<file path="src/rtl/sr_drv_pkg.sv">
// Shared types and sizing helpers for the RS latch driver.
package sr_drv_pkg;

  typedef enum logic [2:0] {INIT, IDLE, PULSE, GAP, CHECK} sr_drv_state_t;

  // Down-counter width large enough to hold the longest phase length.
  function automatic int cnt_width(input int pulse_cyc, input int gap_cyc, input int timeout_cyc);
    int m;
    m = pulse_cyc;
    if (gap_cyc > m) m = gap_cyc;
    if (timeout_cyc > m) m = timeout_cyc;
    return $clog2(m + 1);
  endfunction

endpackage

</file>
<file path="src/rtl/sync_2ff.sv">
// Two-flop synchronizer for a single asynchronous bit, resets to 0.
module sync_2ff (
  input  logic clk_i,
  input  logic rst_ni,
  input  logic d_i,
  output logic q_o
);

  logic meta_q;
  logic sync_q;

  always_ff @(posedge clk_i or negedge rst_ni) begin
    if (!rst_ni) begin
      meta_q <= 1'b0;
      sync_q <= 1'b0;
    end else begin
      meta_q <= d_i;
      sync_q <= meta_q;
    end
  end

  assign q_o = sync_q;

endmodule

</file>
<file path="src/rtl/sr_latch_driver.sv">
// Clocked front-end driving S/R of an asynchronous RS latch with fixed-width
// pulses, idle gaps, and synchronized readback of the latch output.
module sr_latch_driver
  import sr_drv_pkg::*;
#(
  parameter int PULSE_CYC   = 4,
  parameter int GAP_CYC     = 2,
  parameter int TIMEOUT_CYC = 16
) (
  input  logic clk,
  input  logic rst_n,
  input  logic set_req,
  input  logic clr_req,
  output logic req_ready,
  output logic S,
  output logic R,
  input  logic q_fb,
  output logic q_exp,
  output logic done,
  output logic err
);

  localparam int CW = cnt_width(PULSE_CYC, GAP_CYC, TIMEOUT_CYC);
  typedef logic [CW-1:0] cnt_t;

  // The first post-reset edge is INIT's entry edge, so INIT starts one count higher.
  localparam cnt_t INIT_LOAD    = cnt_t'(PULSE_CYC);
  localparam cnt_t PULSE_LOAD   = cnt_t'(PULSE_CYC - 1);
  localparam cnt_t GAP_LOAD     = cnt_t'(GAP_CYC - 1);
  localparam cnt_t TIMEOUT_LOAD = cnt_t'(TIMEOUT_CYC - 1);

  sr_drv_state_t state_q, state_d;
  cnt_t          cnt_q, cnt_d;
  logic          q_exp_q, q_exp_d;
  logic          done_q, done_d;
  logic          err_q, err_d;
  logic          s_q, r_q, ready_q;
  logic          q_sync;

  sync_2ff u_sync (
    .clk_i  (clk),
    .rst_ni (rst_n),
    .d_i    (q_fb),
    .q_o    (q_sync)
  );

  always_comb begin
    state_d = state_q;
    cnt_d   = (cnt_q != '0) ? cnt_q - cnt_t'(1) : '0;
    q_exp_d = q_exp_q;
    done_d  = 1'b0;
    err_d   = 1'b0;
    case (state_q)
      INIT: begin
        if (cnt_q == '0) begin
          state_d = GAP;
          cnt_d   = GAP_LOAD;
        end
      end
      IDLE: begin
        cnt_d = '0;
        if (set_req && clr_req) begin
          err_d = 1'b1;
        end else if (set_req || clr_req) begin
          state_d = PULSE;
          cnt_d   = PULSE_LOAD;
          q_exp_d = set_req;
        end
      end
      PULSE: begin
        if (cnt_q == '0) begin
          state_d = GAP;
          cnt_d   = GAP_LOAD;
        end
      end
      GAP: begin
        if (cnt_q == '0) begin
          state_d = CHECK;
          cnt_d   = TIMEOUT_LOAD;
        end
      end
      CHECK: begin
        if (q_sync == q_exp_q) begin
          state_d = IDLE;
          cnt_d   = '0;
          done_d  = 1'b1;
        end else if (cnt_q == '0) begin
          state_d = IDLE;
          err_d   = 1'b1;
        end
      end
      default: begin
        state_d = INIT;
        cnt_d   = INIT_LOAD;
      end
    endcase
  end

  // S/R are decoded from the next state so they are mutually exclusive flops.
  always_ff @(posedge clk or negedge rst_n) begin
    if (!rst_n) begin
      state_q <= INIT;
      cnt_q   <= INIT_LOAD;
      q_exp_q <= 1'b0;
      done_q  <= 1'b0;
      err_q   <= 1'b0;
      s_q     <= 1'b0;
      r_q     <= 1'b0;
      ready_q <= 1'b0;
    end else begin
      state_q <= state_d;
      cnt_q   <= cnt_d;
      q_exp_q <= q_exp_d;
      done_q  <= done_d;
      err_q   <= err_d;
      ready_q <= (state_d == IDLE);
      s_q     <= (state_d == PULSE) && q_exp_d;
      r_q     <= (state_d == INIT) || ((state_d == PULSE) && !q_exp_d);
    end
  end

  assign req_ready = ready_q;
  assign S         = s_q;
  assign R         = r_q;
  assign q_exp     = q_exp_q;
  assign done      = done_q;
  assign err       = err_q;

endmodule

</file>
<file path="config.mk">
export PLATFORM = sky130hd
export DESIGN_NAME = sr_latch_driver
export DESIGN_NICKNAME = d
export VERILOG_FILES = /design/src/rtl/sr_drv_pkg.sv /design/src/rtl/sync_2ff.sv /design/src/rtl/sr_latch_driver.sv
export SDC_FILE = /design/constraint.sdc
export NUM_CORES = 1
export LEC_CHECK = 0
export CAP_MARGIN = 30
export CORE_UTILIZATION = 52
export CTS_CLUSTER_SIZE = 12
export DETAILED_ROUTE_END_ITERATION = 12
export PLACE_DENSITY = 0.76
export SYNTH_ARGS = -nofsm -noshare
export SYNTH_HDL_FRONTEND = slang
export SYNTH_SLANG_ARGS = --single-unit
</file>
<file path="constraint.sdc">
create_clock -name clk -period 2.3 [get_ports clk]
set_clock_uncertainty 0.05 [all_clocks]
set_input_delay 0.23 -clock clk [delete_from_list [all_inputs] [get_ports clk]]
set_output_delay 0.23 -clock clk [all_outputs]
set_load 0.05 [all_outputs]
</file>
==> flow_summary.yaml <==
grt:
  grtUsageTotal_pct: 22.76
  grt_overflow_total: 0
  grt_pass1_vias: 684
  grt_pass1_wl_um: 3036
  grt_antenna_before_repair: 0
  grt_max_degree: 17
power:
  p_per_area_mw_per_mm2: 1377
  finalPower_w: 0.001374
  p_leak_nw: 0.4176
  ir_drop_mv: 0.7597
yosys:
  synth_ff_type: "dfrtp_1"
  syn_avg_cell_area_sq_um: 9.676
  yosys.cell_count.top_type: "dfrtp_1"
  synth_async_sr_flop_share_pct: 100.0
  synth-seq-cells: 16
  syn_area_sq_um: 870.8
  yosys.area.top_type_share_pct: 43.10
  synth_warnings: 0
  synth_compound_area_share_pct: 22.13
  syn_inst: 90
  synth_top_family_by_area: "compound AO/OA/AOI/OAI gates"
  synth_adder_area_share_pct: 4.310
  muxShareOfSynthArea_pct: 1.293
  ys_top_cells_by_area: "dfrtp_1 43%, ha_1 4.3%, dfstp_2 3.0%, inv_1 3.0%, nor2_1 3.0%"
  ys_seq_area_share_pct: 46.12
  synth_edf_count: 0
  synth_xor_area_share_pct: 3.017
  yosys.area_share.simple_pct: 16.67
  synthTopCellsByCount: "15 x dfrtp_1, 7 x inv_1, 7 x nor2_1, 5 x a21oi_1, 5 x o21ai_0"
  ys_types: 35
  syn_nets: 98
  yosys.area.top_type: "dfrtp_1"
setup_path:
  cp-start-kind: "flip-flop"
  critical-path-top-delay-family: "buffers and inverters"
  r2r_slack_ns: 0.46
  critPathSlowestCell: "clkdlybuf4s50_1"
  critPathMaxStageDelay_ns: 0.85
  worst-path-stages: 1
  worst_ep_arrival_time_ns: 1.62
  reg2reg_to: "state_q[0]"
  worstPathRequired_ns: 2.02
  end_kind: "output port"
  path_buf_inv: 1
  critPathKind: "flip-flop to output port"
  cp_cell_sequence: "clkdlybuf4s50_1"
  cp-startpoint: "q_exp"
  r2r_start: "cnt_q[0]"
  cp_max_fo: 6
  r2r_cells: 5
  crit_path_end: "q_exp"
route:
  first_pass_iters: 4
  wl_um: 1806
  drc: 0
  wl_per_cell_um: 15.70
  viasPerCell: 6.357
  final_antenna_net_count: 0
  drt_iter0_markers: 24
  num_vias: 731
clock_tree:
  htreeDepth: 1
  clock-sinks: 16
  post_cts_buffers: 0
  clkTransAtPathRegs_ns: 0.09
  clock_latency_ns: 0.28
  cts_resized: 0
  numCtsBuffers: 3
  cts_tree: "yes"
  cts_hold_buffers: 0
  cts_root_buffer: "clkbuf_4"
  max-clock-path-buffers: 2
outcome:
  status: "complete, no violations"
cells_and_area:
  diodes: 0
  area_growth_syn_to_layout_pct: 14.66
  largest_reg_flops: 5
  drive_gt1_share_pct: 8.081
  fin_nets: 108
  reg_top3: "cnt_q: 5 flops, state_q: 3 flops"
  final_area_sq_um: 998.5
  top_register: "cnt_q"
place:
  dpl-instance-area_sq_um: 972.2
  io_buffers: 10
  place.gp.congestion: 0.7902
  post-dp-hpwl_um: 1286
floorplan:
  num_rows: 14
  start_util_pct: 56.49
  die_y_um: 42.92
  coreArea_sq_mm: 0.001541
  io_pins: 11
  die_area_sq_mm: 0.001842
  dieWidth_um: 42.92
timing:
  slew_viol_final: 0
  tightest_slew_ns: 0.6884
  hold_viol: 0
  max_slew_margin_pct: 53.96
  clock.fmax_mhz: 527.3
  tns_ns: 0
  finalSetupViolCount: 0
  fin_crit_sh_pct: 82.45
  rsz0062_at_grt: "no"
  period_needed_ns: 1.896
  hold_ws_ns: 0.3057
job:
  max_cap_viol_count: 0
min_path:
  hp-class: "input port to asynchronous set/reset pin"
## final cells by class
type                       instances  area [sq um]
multi-input combinational         60         412.9
clock buffer                       4         26.28
timing repair buffer              11         107.6
fill                             129         543.0
sequential                        16         401.6
tap                               16         20.02
inverter                           8         30.03
## cells in the final DEF (no fill, tap or decap), types with 2 or more instances in the layout
cell             synthesis  routed
ha_1                     3       3
nor2_1                   7       7
nor2b_1                  2       2
o211ai_1                 3       3
inv_1                    7       7
nor3_1                   2       2
nor4_1                   3       3
dfrtp_1                 15      15
clkdlybuf4s50_1          0      10
o31a_1                   2       2
xnor2_1                  2       2
o2bb2ai_1                2       2
a21oi_1                  5       5
o21ai_0                  5       5
o22ai_1                  2       2
a32oi_1                  2       2
nand2_1                  3       3
nand3_1                  3       3
clkbuf_4                 0       3
## layer usage
metal,vias up,part of all wire (%),global-route usage (%),wire (um)
li1,353,-,-,-
met1,351,45,29.73,820
met2,25,49,34.85,883
met3,2,4.8,4.255,86
met4,0,0.83,13.13,15
met5,-,0,0,0
## power by group
group	internal [W]	leakage, nW	total [W]	switching [W]
combinational	0.000310	0.203	0.000724	0.000414
sequential	0.000378	0.199	0.000499	0.000121
clock	0.0000673	0.0150	0.000151	0.0000837
total	0.000755	0.418	0.00137	0.000619
## per-stage QoR
step                setup slack (ns)  std cells  utilization [%]
floorplan                     0.6658         90                -
global placement              0.4545        111            63.07
detailed placement            0.3893        111            63.07
CTS                           0.3849        115            64.77
global route                  0.3713        115            64.77
finish                        0.4037        115            64.77
## worst min-delay path by stage
stage | start | to | slack (ns) | cells past startpoint
6_report | rst_n | err | 0.31 | 1
5_1_grt | q_fb | u_sync.meta_q | 0.31 | 1
4_1_cts | u_sync.meta_q | u_sync.q_o | 0.31 | 0
3_5_place_dp | u_sync.meta_q | u_sync.q_o | 0.29 | 0
3_3_place_gp | u_sync.meta_q | u_sync.q_o | 0.29 | 0
2_1_floorplan | rst_n | R | -0.12 | 0
## kinds of logic after synthesis
kind of cell             count (synthesis)
XOR/XNOR                                 3
buffers and inverters                   14
adder cells (fa/ha/maj)                  3
multiplexers                             1
flip-flops                              16
AND/OR/NAND/NOR                         26
AO/OA/AOI/OAI                           27
Power figures use the tool's default switching activity.
